**config.mk**
```make
export PLATFORM = sky130hd
export DESIGN_NAME = fpdiv
export DESIGN_NICKNAME = d
export VERILOG_FILES = /design/src/rtl/fpdiv_pkg.sv /design/src/rtl/fpdiv_classify.sv /design/src/rtl/fpdiv.sv
export SDC_FILE = /design/constraint.sdc
export NUM_CORES = 1
export LEC_CHECK = 0
export CORE_MARGIN = 2
export CORE_UTILIZATION = 58
export DETAILED_ROUTE_END_ITERATION = 10
export PLACE_DENSITY = 0.87
export SLEW_MARGIN = 5
export SYNTH_ARGS = -nofsm -noshare
export SYNTH_HDL_FRONTEND = slang
export SYNTH_SLANG_ARGS = --single-unit
```
**constraint.sdc**
```tcl
create_clock -name i_clk -period 10.05 [get_ports i_clk]
set_input_delay 2.5125 -clock i_clk [delete_from_list [all_inputs] [get_ports i_clk]]
set_output_delay 2.5125 -clock i_clk [all_outputs]
set_load 0.01 [all_outputs]
```
**src/rtl/fpdiv_pkg.sv**
```systemverilog
// Shared constants, state encodings and small helpers for the binary32 divider.
// The FPDIV_RNE_EN macro (consumed in fpdiv.sv) selects round-to-nearest-even over truncation.
package fpdiv_pkg;

    localparam int EXP_BIAS = 127;
    localparam int EXP_MAX  = 255;
    localparam int MANT_W   = 24;
    localparam int QBITS    = 26;
    localparam logic [31:0] QNAN = 32'hFFFF_FFFF;

    localparam logic [2:0] ST_IDLE   = 3'd0;
    localparam logic [2:0] ST_UNPACK = 3'd1;
    localparam logic [2:0] ST_DIV    = 3'd2;
    localparam logic [2:0] ST_NORM   = 3'd3;
    localparam logic [2:0] ST_ROUND  = 3'd4;
    localparam logic [2:0] ST_FIN    = 3'd5;

    typedef struct packed {
        logic of;
        logic uf;
        logic nanf;
        logic inff;
        logic dnf;
        logic zf;
    } flags_t;

    function automatic logic [31:0] signed_inf(input logic s);
        return {s, 8'hFF, 23'h0};
    endfunction

    function automatic logic [31:0] signed_zero(input logic s);
        return {s, 31'h0};
    endfunction

endpackage

```
**src/rtl/fpdiv_classify.sv**
```systemverilog
// Combinational binary32 operand decode: fields, hidden bit and class flags.
// Denormals report is_zero as well, since the divider flushes them.
module fpdiv_classify
    import fpdiv_pkg::*;
(
    input  logic [31:0]       i_op,
    output logic              o_sign,
    output logic [7:0]        o_exp,
    output logic [MANT_W-1:0] o_mant,
    output logic              o_is_zero,
    output logic              o_is_inf,
    output logic              o_is_nan,
    output logic              o_is_denorm
);

    logic w_exp_zero;
    logic w_exp_ones;
    logic w_frac_zero;

    assign w_exp_zero  = (i_op[30:23] == 8'h00);
    assign w_exp_ones  = (i_op[30:23] == 8'hFF);
    assign w_frac_zero = (i_op[22:0] == 23'h0);

    assign o_sign      = i_op[31];
    assign o_exp       = i_op[30:23];
    assign o_mant      = {~w_exp_zero, i_op[22:0]};
    assign o_is_zero   = w_exp_zero;
    assign o_is_denorm = w_exp_zero & ~w_frac_zero;
    assign o_is_inf    = w_exp_ones & w_frac_zero;
    assign o_is_nan    = w_exp_ones & ~w_frac_zero;

endmodule

```
**src/rtl/fpdiv.sv**
```systemverilog
// Iterative binary32 divider Q = A / B, one restoring quotient bit per clock.
// Define FPDIV_RNE_EN for round-to-nearest-even; otherwise results are truncated.
module fpdiv
    import fpdiv_pkg::*;
(
    input  logic        i_clk,
    input  logic        i_rst,
    input  logic        i_start,
    input  logic [31:0] i_a,
    input  logic [31:0] i_b,
    output logic        o_done,
    output logic [31:0] o_q,
    output logic        o_of,
    output logic        o_uf,
    output logic        o_nanf,
    output logic        o_inff,
    output logic        o_dnf,
    output logic        o_zf
);

    localparam logic signed [9:0] L_EMAX = 10'(EXP_MAX);

    logic [2:0]        r_state;
    logic [31:0]       r_a;
    logic [31:0]       r_b;
    logic              r_sign;
    logic signed [9:0] r_ediff;
    logic [MANT_W:0]   r_rem;
    logic [MANT_W-1:0] r_div;
    logic [QBITS-1:0]  r_quo;
    logic [4:0]        r_cnt;
    logic [MANT_W-1:0] r_mant;
    logic [31:0]       r_q;
    flags_t            r_flags;
`ifdef FPDIV_RNE_EN
    logic              r_guard;
    logic              r_rs;
`endif

    logic              w_a_sign, w_b_sign;
    logic [7:0]        w_a_exp, w_b_exp;
    logic [MANT_W-1:0] w_a_mant, w_b_mant;
    logic              w_a_zero, w_a_inf, w_a_nan, w_a_den;
    logic              w_b_zero, w_b_inf, w_b_nan, w_b_den;

    fpdiv_classify u_cls_a (
        .i_op        (r_a),
        .o_sign      (w_a_sign),
        .o_exp       (w_a_exp),
        .o_mant      (w_a_mant),
        .o_is_zero   (w_a_zero),
        .o_is_inf    (w_a_inf),
        .o_is_nan    (w_a_nan),
        .o_is_denorm (w_a_den)
    );

    fpdiv_classify u_cls_b (
        .i_op        (r_b),
        .o_sign      (w_b_sign),
        .o_exp       (w_b_exp),
        .o_mant      (w_b_mant),
        .o_is_zero   (w_b_zero),
        .o_is_inf    (w_b_inf),
        .o_is_nan    (w_b_nan),
        .o_is_denorm (w_b_den)
    );

    logic              w_sign;
    logic              w_nan_case, w_inf_case, w_zero_case;
    logic [9:0]        w_ediff0;
    logic [MANT_W+1:0] w_trial;
    logic              w_trial_neg;
    logic [MANT_W:0]   w_rem_next;
    logic [QBITS-1:0]  w_qn;
    logic              w_inc;
    logic [MANT_W:0]   w_mant_sum;
    logic [MANT_W-1:0] w_mant_fin;
    logic signed [9:0] w_e_rnd;
    logic              w_accept;

    assign w_sign      = w_a_sign ^ w_b_sign;
    // Priority is encoded by the if/else order in UNPACK; these are raw conditions.
    assign w_nan_case  = w_a_nan | w_b_nan | (w_a_zero & w_b_zero) | (w_a_inf & w_b_inf);
    assign w_inf_case  = w_a_inf | w_b_zero;
    assign w_zero_case = w_a_zero | w_b_inf;
    assign w_ediff0    = {2'b00, w_a_exp} - {2'b00, w_b_exp} + 10'(EXP_BIAS);

    assign w_trial     = {1'b0, r_rem} - {2'b00, r_div};
    assign w_trial_neg = w_trial[MANT_W+1];
    assign w_rem_next  = w_trial_neg ? r_rem : w_trial[MANT_W:0];

    assign w_qn        = r_quo[QBITS-1] ? r_quo : {r_quo[QBITS-2:0], 1'b0};

`ifdef FPDIV_RNE_EN
    assign w_inc = r_guard & (r_rs | r_mant[0]);
`else
    assign w_inc = 1'b0;
`endif

    assign w_mant_sum = {1'b0, r_mant} + {{MANT_W{1'b0}}, w_inc};
    assign w_mant_fin = w_mant_sum[MANT_W] ? w_mant_sum[MANT_W:1] : w_mant_sum[MANT_W-1:0];
    assign w_e_rnd    = r_ediff + $signed({9'b0, w_mant_sum[MANT_W]});

    assign w_accept = i_start & ((r_state == ST_IDLE) | (r_state == ST_FIN));

    always_ff @(posedge i_clk or posedge i_rst) begin
        if (i_rst) begin
            r_state <= ST_IDLE;
            r_a     <= '0;
            r_b     <= '0;
            r_sign  <= 1'b0;
            r_ediff <= '0;
            r_rem   <= '0;
            r_div   <= '0;
            r_quo   <= '0;
            r_cnt   <= '0;
            r_mant  <= '0;
            r_q     <= '0;
            r_flags <= '0;
`ifdef FPDIV_RNE_EN
            r_guard <= 1'b0;
            r_rs    <= 1'b0;
`endif
        end else if (w_accept) begin
            r_a     <= i_a;
            r_b     <= i_b;
            r_q     <= '0;
            r_flags <= '0;
            r_state <= ST_UNPACK;
        end else begin
            case (r_state)
                ST_UNPACK: begin
                    r_sign      <= w_sign;
                    r_flags.dnf <= w_a_den | w_b_den;
                    if (w_nan_case) begin
                        r_q          <= QNAN;
                        r_flags.nanf <= 1'b1;
                        r_state      <= ST_FIN;
                    end else if (w_inf_case) begin
                        r_q          <= signed_inf(w_sign);
                        r_flags.inff <= 1'b1;
                        r_state      <= ST_FIN;
                    end else if (w_zero_case) begin
                        r_q        <= signed_zero(w_sign);
                        r_flags.zf <= 1'b1;
                        r_state    <= ST_FIN;
                    end else begin
                        r_rem   <= {1'b0, w_a_mant};
                        r_div   <= w_b_mant;
                        r_quo   <= '0;
                        r_cnt   <= '0;
                        r_ediff <= $signed(w_ediff0);
                        r_state <= ST_DIV;
                    end
                end
                ST_DIV: begin
                    r_rem <= w_rem_next << 1;
                    r_quo <= {r_quo[QBITS-2:0], ~w_trial_neg};
                    r_cnt <= r_cnt + 5'd1;
                    if (r_cnt == 5'(QBITS - 1))
                        r_state <= ST_NORM;
                end
                ST_NORM: begin
                    if (!r_quo[QBITS-1])
                        r_ediff <= r_ediff - 10'sd1;
                    r_mant  <= w_qn[QBITS-1:2];
`ifdef FPDIV_RNE_EN
                    r_guard <= w_qn[1];
                    r_rs    <= w_qn[0] | (r_rem != '0);
`endif
                    r_state <= ST_ROUND;
                end
                ST_ROUND: begin
                    if (w_e_rnd >= L_EMAX) begin
                        r_q          <= signed_inf(r_sign);
                        r_flags.of   <= 1'b1;
                        r_flags.inff <= 1'b1;
                    end else if (w_e_rnd <= 10'sd0) begin
                        r_q        <= signed_zero(r_sign);
                        r_flags.uf <= 1'b1;
                        r_flags.zf <= 1'b1;
                    end else begin
                        r_q <= {r_sign, w_e_rnd[7:0], w_mant_fin[MANT_W-2:0]};
                    end
                    r_state <= ST_FIN;
                end
                default: ;
            endcase
        end
    end

    assign o_done = (r_state == ST_FIN);
    assign o_q    = r_q;
    assign o_of   = r_flags.of;
    assign o_uf   = r_flags.uf;
    assign o_nanf = r_flags.nanf;
    assign o_inff = r_flags.inff;
    assign o_dnf  = r_flags.dnf;
    assign o_zf   = r_flags.zf;

endmodule

```
## After elaboration in Yosys (flattened, before gate mapping)

Cells that the tools add are included.

- Add/sub/neg operators: 5
- Multipliers: 0
- Div/mod/pow operators: 0
- $lt $le $gt $ge: 2
- Equality and inequality tests: 22
- Shifts and indexed selects: 0
- Mux-type cells: 47
- Bitwise logic cells: 26
- Reduce and logical (&&, ||, !) cells: 26

Operators with widths:

| operator | number |
|---|---|
| 32-bit 2-to-1 mux | 4 |
| 25-bit 2-to-1 mux | 4 |
| 26-bit 2-to-1 mux | 3 |
| 32-bit one-hot mux with 2 select lines | 1 |
| 31-bit 2-to-1 mux | 2 |
| 26-bit one-hot mux with 2 select lines | 1 |
| 25-bit one-hot mux with 2 select lines | 1 |
| 23-bit zero test | 2 |
| 10-bit 2-to-1 mux | 4 |
| 25-bit by 24-bit subtractor with 26-bit output | 1 |
| 24-bit 2-to-1 mux | 1 |
| 3-bit != test (second input constant) | 8 |
| 10-bit one-hot mux with 2 select lines | 1 |
| 8-bit == test (second input constant) | 2 |
| 8-bit zero test | 2 |
| 3-bit 2-to-1 mux | 5 |
| 5-bit 2-to-1 mux | 3 |
| 2-bit nonzero test | 7 |
| 3-bit one-hot mux with 4 select lines | 1 |
| 2-bit AND reduction | 6 |
| 6-bit AND reduction | 2 |
| 1-bit 2-to-1 mux | 11 |
| 9-bit by 8-bit adder with 10-bit output (second input constant) | 1 |
| 10-bit by 9-bit greater-or-equal comparator with 1-bit output (second input constant) | 1 |
| 24 further kinds | 54 |

- Bits in registers: 219
- Latch bits: 0
- Bits in writable memories: 0
- Bits in read-only memories: 0
- Input port bits: 67
- Output and inout bits: 39
- Word-level logic and storage cells: 145
- Memories kept: 0

## Depth between registers and ports, before layout

- Word-level depth: 9
- Mapped depth: 13
- Gate-level depth less buffers: 13

## Cells and area by module

A second synthesis with hierarchy kept.

- Cell total of the unflattened synthesis: 1329
- Area total of the unflattened synthesis: 11969.0 µm²

Modules (own cells, without submodules):

| module | times used | cells an instance | area each (µm²) | sequential area each (µm²) |
|---|---|---|---|---|
| fpdiv | 1 | 1229 | 11245.8 | 5480.3 |
| fpdiv_classify | 2 | 50 | 361.6 | 0.0 |

## Worst setup path before layout

OpenSTA, ideal clock, no wires.

- Path type: input to register
- Start: input port i_start
- End: register r_q[0] (netlist: o_q[0])
- Library setup time: 0.095 ns
- Arrival: 3.785 ns
- Data required time: 9.955 ns
- Setup slack: 6.169 ns
- Stages on the path: 8
- Buffers on the path: 3
- Cell sequence: and3_1 > buf_2 > nor3_1 > and2_1 > buf_2 > clkbuf_1 > a21oi_1 > o31ai_1

- Cells in the longest elaborated chain, start to end: 3
- Elaborated cells on any way between the ends: 5
- Classes of those cells: 1 x eq/ne; 1 x mux; 1 x bitwise; 2 x reduce/logical

RTL lines:

| element | RTL line | RTL |
|---|---|---|
| start, declared | fpdiv.sv:8 | `input logic i_start,` |
| 1-bit AND (*) | fpdiv.sv:104 | `assign w_accept = i_start & ((r_state == ST_IDLE) \| (r_state == ST_FIN));` |
| 5-bit != test (no source line) or 3-bit nonzero test (tied branches) | -- |  |
| 2-bit AND reduction (no source line) | -- |  |
| end signal, assigned | fpdiv.sv:140 | `r_q <= signed_inf(w_sign);` |
| end signal, assigned | fpdiv.sv:144 | `r_q <= signed_zero(w_sign);` |
| end signal, assigned | fpdiv.sv:175 | `r_q <= signed_inf(r_sign);` |
| end, declared | fpdiv.sv:33 | `logic [31:0] r_q;` |

Mark *: on every way between the ends. The rest lies on a longest branch, timed or not.
A chain may end at the register's enable or synchronous reset.

## Final worst setup path

- Start: input port i_start
- End: register r_q[20] (netlist: o_q[20])

The elaborated chain is that of the path after synthesis.

==> impl_summary.txt <==
----------------------------------------------------
[CTS]
  Cell at the root of the clock tree ... sky130_fd_sc_hd__clkbuf_16
  CTS tree ... built
  Total number of clock tree sinks ... 219
  Number of gates given a new drive strength after cts ... 0
  CTS clock-pin slew for the worst setup and hold paths ... ~0.060 ns
  Hold Buf Count CTS ... 0
  Number of buffers inserted by post-CTS setup repair ... 0
  Clock buffers created by TritonCTS ... 22
  # H-tree levels ... 1
  Clock latency reported for the late side of the worst-skew pair ... 0.50 ns
  Clock Tree Buf Depth ... 3

[Synth]
  Post-synth net total ... between 1k and 1.5k
  Asr flop ratio synth ... 1.00
  Synth Area per Inst ... 10.1 µm²
  Gate Count Post-Synth ... ~1.1k
  Cell variety after synth ... 72
  Fraction of the yosys area taken by sequential cells ... 0.495
  Yosys Warn Count ... 0
  Predominant post-synthesis flop cell ... sky130_fd_sc_hd__dfrtp_1
  Count of flip-flops with a built-in enable after synthesis ... 0
  Cell area after technology mapping ... approximately 11000 µm²
  Post-synthesis sequential element count ... roughly 220

[Cells and area]
  Net count of the finished layout ... between 1k and 1.5k
  Most frequent standard cell in the layout excluding fill and tap cells ... sky130_fd_sc_hd__dfrtp_1
  Fraction of layout cells with a size suffix above 1 ... 0.0969
  Fin area ... 12900 µm²
  Diodes inserted ... 0
  Area added between synthesis and finish ... 16.4%
  Highest-count cells in the layout ignoring fill and taps ... sky130_fd_sc_hd__dfrtp_1, sky130_fd_sc_hd__nand2_1, sky130_fd_sc_hd__clkdlybuf4s50_1

[Floorplan]
  Core area ... 18700 µm²
  FP Rows ... 50
  Number of top-level pins ... roughly 110
  Starting Density ... 0.591
  Die H ... 142 µm
  Die Outline Area ... 20200 µm²
  Die width ... 142 µm

[Worst setup path]
  Crit path DAT ... between 5 and 6 ns
  R2R Path Start ... r_b[0]
  Required time at the worst-slack endpoint ... 10.43 ns
  Critical Setup Path Class ... input port to flop
  End of the worst register-to-register path ... o_q[28]
  CP max FO ... slightly above 80
  Worst-case reg-to-reg path depth ... 9
  Slack of the worst reg-to-reg path ... 6.00 ns
  Element type at the critical path start ... input port
  Element type at the critical path end ... flop

[Run]
  Maximum Capacitance Violations ... 0

[Routing]
  Avg Vias per Cell ... 6.09
  Mean routed wirelength per cell ... 17.6 µm
  Remaining antenna violation count ... 0
  Initial detailed-routing violation count ... 626
  Router iterations before antenna repair ... 6
  Total via count in the routed design ... ~8.7k
  Detailed-route wire length ... 25000 µm
  Remaining routing DRC violations ... 0

[Placement]
  Area post-placement ... 12200 µm²
  HPWL after detailed placement ... 16800 µm
  Weighted congestion reported at the end of routability-driven placement ... between 0.9 and 1
  # port buffers ... 105

[GRT]
  Largest net degree at the start of global routing ... approximately 140
  Wire length of the first global-routing pass ... 41600 µm
  Grt total ovfl ... 0
  Global-route total usage across every layer ... 0.252
  Number of global-route vias before repair ... ~8.5k
  Antenna violations before repair ... 0

[Timing]
  FMAX ... 0.189 GHz
  Max-slew headroom ... 0.195
  Number of pins with negative max-slew slack in the final report ... 0
  Final hold violations ... 0
  Actual transition at the worst max-transition pin ... 1.21 ns
  Final period utilization ... 0.526
  Setup repair after global routing missed its margin ... no
  Final setup violation count ... 0
  Clock skew after layout ... 0.00602 ns
  Total negative slack for setup checks ... 0 ns
  Minimum clock period ... 5.28 ns

[Min path]
  Hold path startpoint ... r_div[23]
  WHS Endpoint ... r_div[23]
  Worst hold stages ... 2
  Worst min-delay path category ... flop to flop

[Run status]
  Outcome ... completed

[Power and ir drop]
  Leak Pwr ... 5.51 nW
  Maximum resistive drop on vdd ... about 0.2 mV
  Power density over the cells ... roughly 340 nW/µm²

----------------------------------------------------
## registers in the layout (all words and copies together), names as in the netlist
signal   count
o_uf         1
o_nanf       1
r_ediff     10
r_cnt        5
o_dnf        1
r_sign       1
o_inff       1
o_zf         1
r_div       24
r_quo       26
r_mant      23
r_state      3
r_a         32
o_of         1
r_rem       25
r_b         32
o_q         32
## power breakdown
part / internal, mW / switching [mW]
Clock: 0.451 / 0.330
Combinational: 0.940 / 1.25
Sequential: 1.17 / 0.253
## worst max-delay path, cell delays in order
cell	delay [ns]
sky130_fd_sc_hd__clkdlybuf4s50_1	0.44
sky130_fd_sc_hd__and3_2	0.21
sky130_fd_sc_hd__buf_4	0.36
sky130_fd_sc_hd__nor3_1	0.92
sky130_fd_sc_hd__and2_1	0.76
sky130_fd_sc_hd__a21oi_1	0.17
sky130_fd_sc_hd__o31ai_1	0.28
## cells in the mapped netlist, types with 16 or more instances
library cell / number / share of area
sky130_fd_sc_hd__nor3_1: 16 / 0.0072
sky130_fd_sc_hd__a21oi_1: 74 / 0.033
sky130_fd_sc_hd__xnor2_1: 17 / 0.013
sky130_fd_sc_hd__mux2_2: 56 / 0.057
sky130_fd_sc_hd__xor2_1: 16 / 0.013
sky130_fd_sc_hd__clkbuf_1: 36 / 0.012
sky130_fd_sc_hd__ha_1: 38 / 0.043
sky130_fd_sc_hd__nor4_1: 16 / 0.0090
sky130_fd_sc_hd__o31ai_1: 25 / 0.017
sky130_fd_sc_hd__dfrtp_1: 219 / 0.50
sky130_fd_sc_hd__inv_1: 47 / 0.016
sky130_fd_sc_hd__nand2_1: 134 / 0.045
sky130_fd_sc_hd__mux2i_1: 25 / 0.023
sky130_fd_sc_hd__nor2_1: 55 / 0.019
sky130_fd_sc_hd__a22o_1: 27 / 0.021
sky130_fd_sc_hd__o21ai_0: 102 / 0.046
## stage by stage
step                hold slack, ns  utilization  power (mW)  setup WS [ns]  std cells
finish                       0.448        0.689        4.40           4.77       1421
global route                 0.472        0.689        4.73           4.51       1421
CTS                          0.448        0.689        4.38           4.77       1421
detailed placement           0.435        0.652        3.57           4.24       1385
global placement             0.435        0.652        3.48           4.44       1385
floorplan                    0.418            -        3.11           1.54       1099
## per-layer routing
metal / part of all wire / vias to the layer above / routed length, µm / GRT usage
met5: 0 / - / 0 / 0
met4: 0.032 / 0 / 800 / 0.0853
met3: 0.054 / 60 / 1350 / 0.0357
met2: 0.48 / 274 / 12000 / 0.425
met1: 0.43 / 4197 / 10800 / 0.337
li1: - / 4126 / - / -
## kinds of logic (layout without fill, tap and decap cells)
| family | count (synthesis) | count (layout) | share of synthesized area |
|---|---|---|---|
| compound gates | 329 | 329 | 0.190 |
| simple gates | 287 | 287 | 0.120 |
| flops | 219 | 219 | 0.495 |
| buf+inv | 110 | 198 | 0.0432 |
| mux | 81 | 81 | 0.0796 |
| fa+ha+maj | 40 | 40 | 0.0457 |
| xor+xnor | 33 | 33 | 0.0261 |
## layout make-up
| type | count | area, µm² |
|---|---|---|
| fill | 1381 | 5830 |
| sequential | 219 | 5480 |
| multi-input combinational | 770 | 5120 |
| timing repair buffer | 114 | 1120 |
| clock buffer | 32 | 659 |
| tap | 234 | 293 |
| inverter | 48 | 188 |
| clock inverter | 4 | 22.5 |
## worst max-delay path by stage
stage	start	endpoint	slack (ns)	cells past startpoint
6_report	i_start	o_q[20]	4.77	7
5_1_grt	i_start	o_q[10]	4.51	7
4_1_cts	i_start	o_q[20]	4.77	7
3_5_place_dp	i_start	o_q[20]	4.24	7
3_3_place_gp	i_start	o_q[2]	4.44	7
2_1_floorplan	i_rst	o_dnf	1.54	1
No activity file was read; power rests on OpenSTA's default activity.
==> RTL edit: new RTL, same settings <==
Make the reset (`i_rst`) synchronous in one clocked block.
--- a/src/rtl/fpdiv.sv
+++ b/src/rtl/fpdiv.sv
@@ -105,3 +105,3 @@
 
-    always_ff @(posedge i_clk or posedge i_rst) begin
+    always_ff @(posedge i_clk) begin
         if (i_rst) begin
Function: differs if i_rst is asserted again (counterexample within 4 cycles, from zero or initial values and one cycle with i_rst high); with i_rst held inactive, the same outputs for 4 cycles.
==> RTL edit against the original RTL <==
Power rose by 6.8%. Critical endpoint is now o_q[17]$_SDFFE_PP0P_. Sequential cell count did not move. Wire length rose by 9.0%. Synthesized area rose by 0.67%. Combinational power rose by 22%. Design area fell by 0.65%. Largest power group unchanged. Setup slack improved by 0.83 ns. Clock skew rose by 0.0066 ns.
==> RTL edit: results (changes against the original RTL) <==
[setup_path]
timing.rr.start = r_a[28]$_SDFFE_PP0P_
max_stage_delay_ns = 0.95  ; +0.03 ns
reg2reg_to = o_q[31]$_SDFFE_PP0P_
cp.arrival_ns = 4.89  ; -0.78 ns
r2r_cells = 7  ; -2
rrSetupSlack_ns = 6.55  ; +0.55 ns
cp_slowest_cell = nor2_2
cp_max_fo = 68  ; -17%

[min_path]
hold_end = r_div[9]$_SDFFE_PP0P_
hp-start = r_div[9]$_SDFFE_PP0P_

[place]
dp_hpwl_um = 18400  ; +9.8%
gp_congestion = 0.9281  ; +1.9%

[logic_synthesis]
synth_area_leaders = dfxtp_1, nand2_1, a21oi_1
synthArstFlopShare = 0  ; -1.000
synth_seq_area_share = 0.3937  ; -0.1017
ys_types = 75  ; +4.2%
synth_fp_nets = 1540  ; +28%
ys_top_cells_by_count = nand2_1, dfxtp_1, a21oi_1, nor2_1, clkbuf_1

[grt]
grt_pass1_vias = 9480  ; +11%
grtUsageTotal = 0.2663  ; +0.01432
grt_pass1_wl_um = 45320  ; +8.9%
grt_max_degree = 89  ; -36%

[routing]
dr.pass1.iters = 5  ; -1
route.vias.total = 10470  ; +21%
routed_wl_um = 27190  ; +9.0%

[sta]
clock_skew_ns = 0.01258  ; +0.006565 ns
tightestPinTransition_ns = 1.305  ; +0.09783 ns

[clock_tree]
clk_latency_ns = 0.52  ; +0.02 ns
numCtsBuffers = 23  ; +4.5%

[layout]
nets = 1579  ; +23%
fillers = 1519  ; +10%

[status]
status = complete, no violations

[power_and_ir_drop]
leakage_nw = 4.546  ; -17%
ir_worst_vdd_uv = 254.3  ; +24%

RTL edit: cell types whose count changed in the layout (fill, tap and decap cells not counted), moves of 18 or more:
| cell | change |
|---|---|
| a211oi_1 | +32 |
| nand2_1 | +171 |
| o31ai_1 | -21 |
| mux2_2 | -46 |
| o21ai_0 | -44 |
| a31oi_1 | +18 |
| nand3_1 | +36 |
| dfxtp_1 | +219 |
| dfrtp_1 | -219 |
| a22o_1 | -27 |
| a21oi_1 | +108 |
RTL edit: area by class of cell:
cell class | count | share of cell area
Inverter | 54 | 0.01584
Timing Repair Buffer | 112 | 0.08605
Multi-Input combinational cell | 1062 | 0.4796
Sequential cell | 219 | 0.3426
Clock inverter | 8 | 0.003911
Tap cell | 234 | 0.02288
Clock buffer | 29 | 0.04909
RTL edit: cell families after synthesis:
family	after synthesis	synth area share
simple gates	550	0.2192
buf+inv	152	0.05640
flops	219	0.3937
mux	42	0.03955
compound gates	404	0.2238
fa+ha+maj	41	0.04651
xor+xnor	25	0.02090
RTL edit: critical path: cells and delay by family:
| kind | cells | cell delay (ns) |
|---|---|---|
| simple gates | 2 | 1.14 |
| buf+inv | 2 | 0.75 |
| compound gates | 2 | 0.46 |
RTL edit: how the worst max path moves through the flow:
stage	start	to	slack [ns]	cells after the start
after floorplan	i_start	o_q[11]$_SDFFE_PP0P_	6.44	6
after global placement	i_start	o_q[12]$_SDFFE_PP0P_	5.24	6
after detailed placement	i_start	o_q[17]$_SDFFE_PP0P_	5.11	6
after CTS	r_state[1]$_SDFFE_PP0P_	o_done	5.62	3
after global routing	i_start	o_q[8]$_SDFFE_PP0P_	5.27	6
final	i_start	o_q[17]$_SDFFE_PP0P_	5.59	6
RTL edit: per-layer routing:
metal	GRT usage	vias to the layer above	share of wire
li1	-	5118	-
met1	0.3525	4890	0.43
met2	0.4489	401	0.47
met3	0.03600	57	0.069
met4	0.08963	0	0.031
met5	0	-	0
RTL edit: through the flow:
| step | cells | worst slack, ns | total power [mW] | hold slack (ns) | cell area [sq um] |
|---|---|---|---|---|---|
| finish | 1718 | 5.594 | 4.692 | 0.4538 | 12800 |
| global route | 1718 | 5.270 | 5.038 | 0.4720 | 12800 |
| CTS | 1718 | 5.623 | 4.657 | 0.4559 | 12800 |
| detailed placement | 1681 | 5.114 | 3.857 | 0.4463 | 12120 |
| global placement | 1681 | 5.236 | 3.789 | 0.4431 | 12120 |
| floorplan | 1433 | 6.437 | 3.289 | 0.4321 | 11140 |
RTL edit: report_power, final:
group | total [mW] | internal (mW) | switching, mW
combinational | 2.67 | 1.04 | 1.63
sequential | 1.24 | 1.07 | 0.169
clock | 0.779 | 0.439 | 0.340
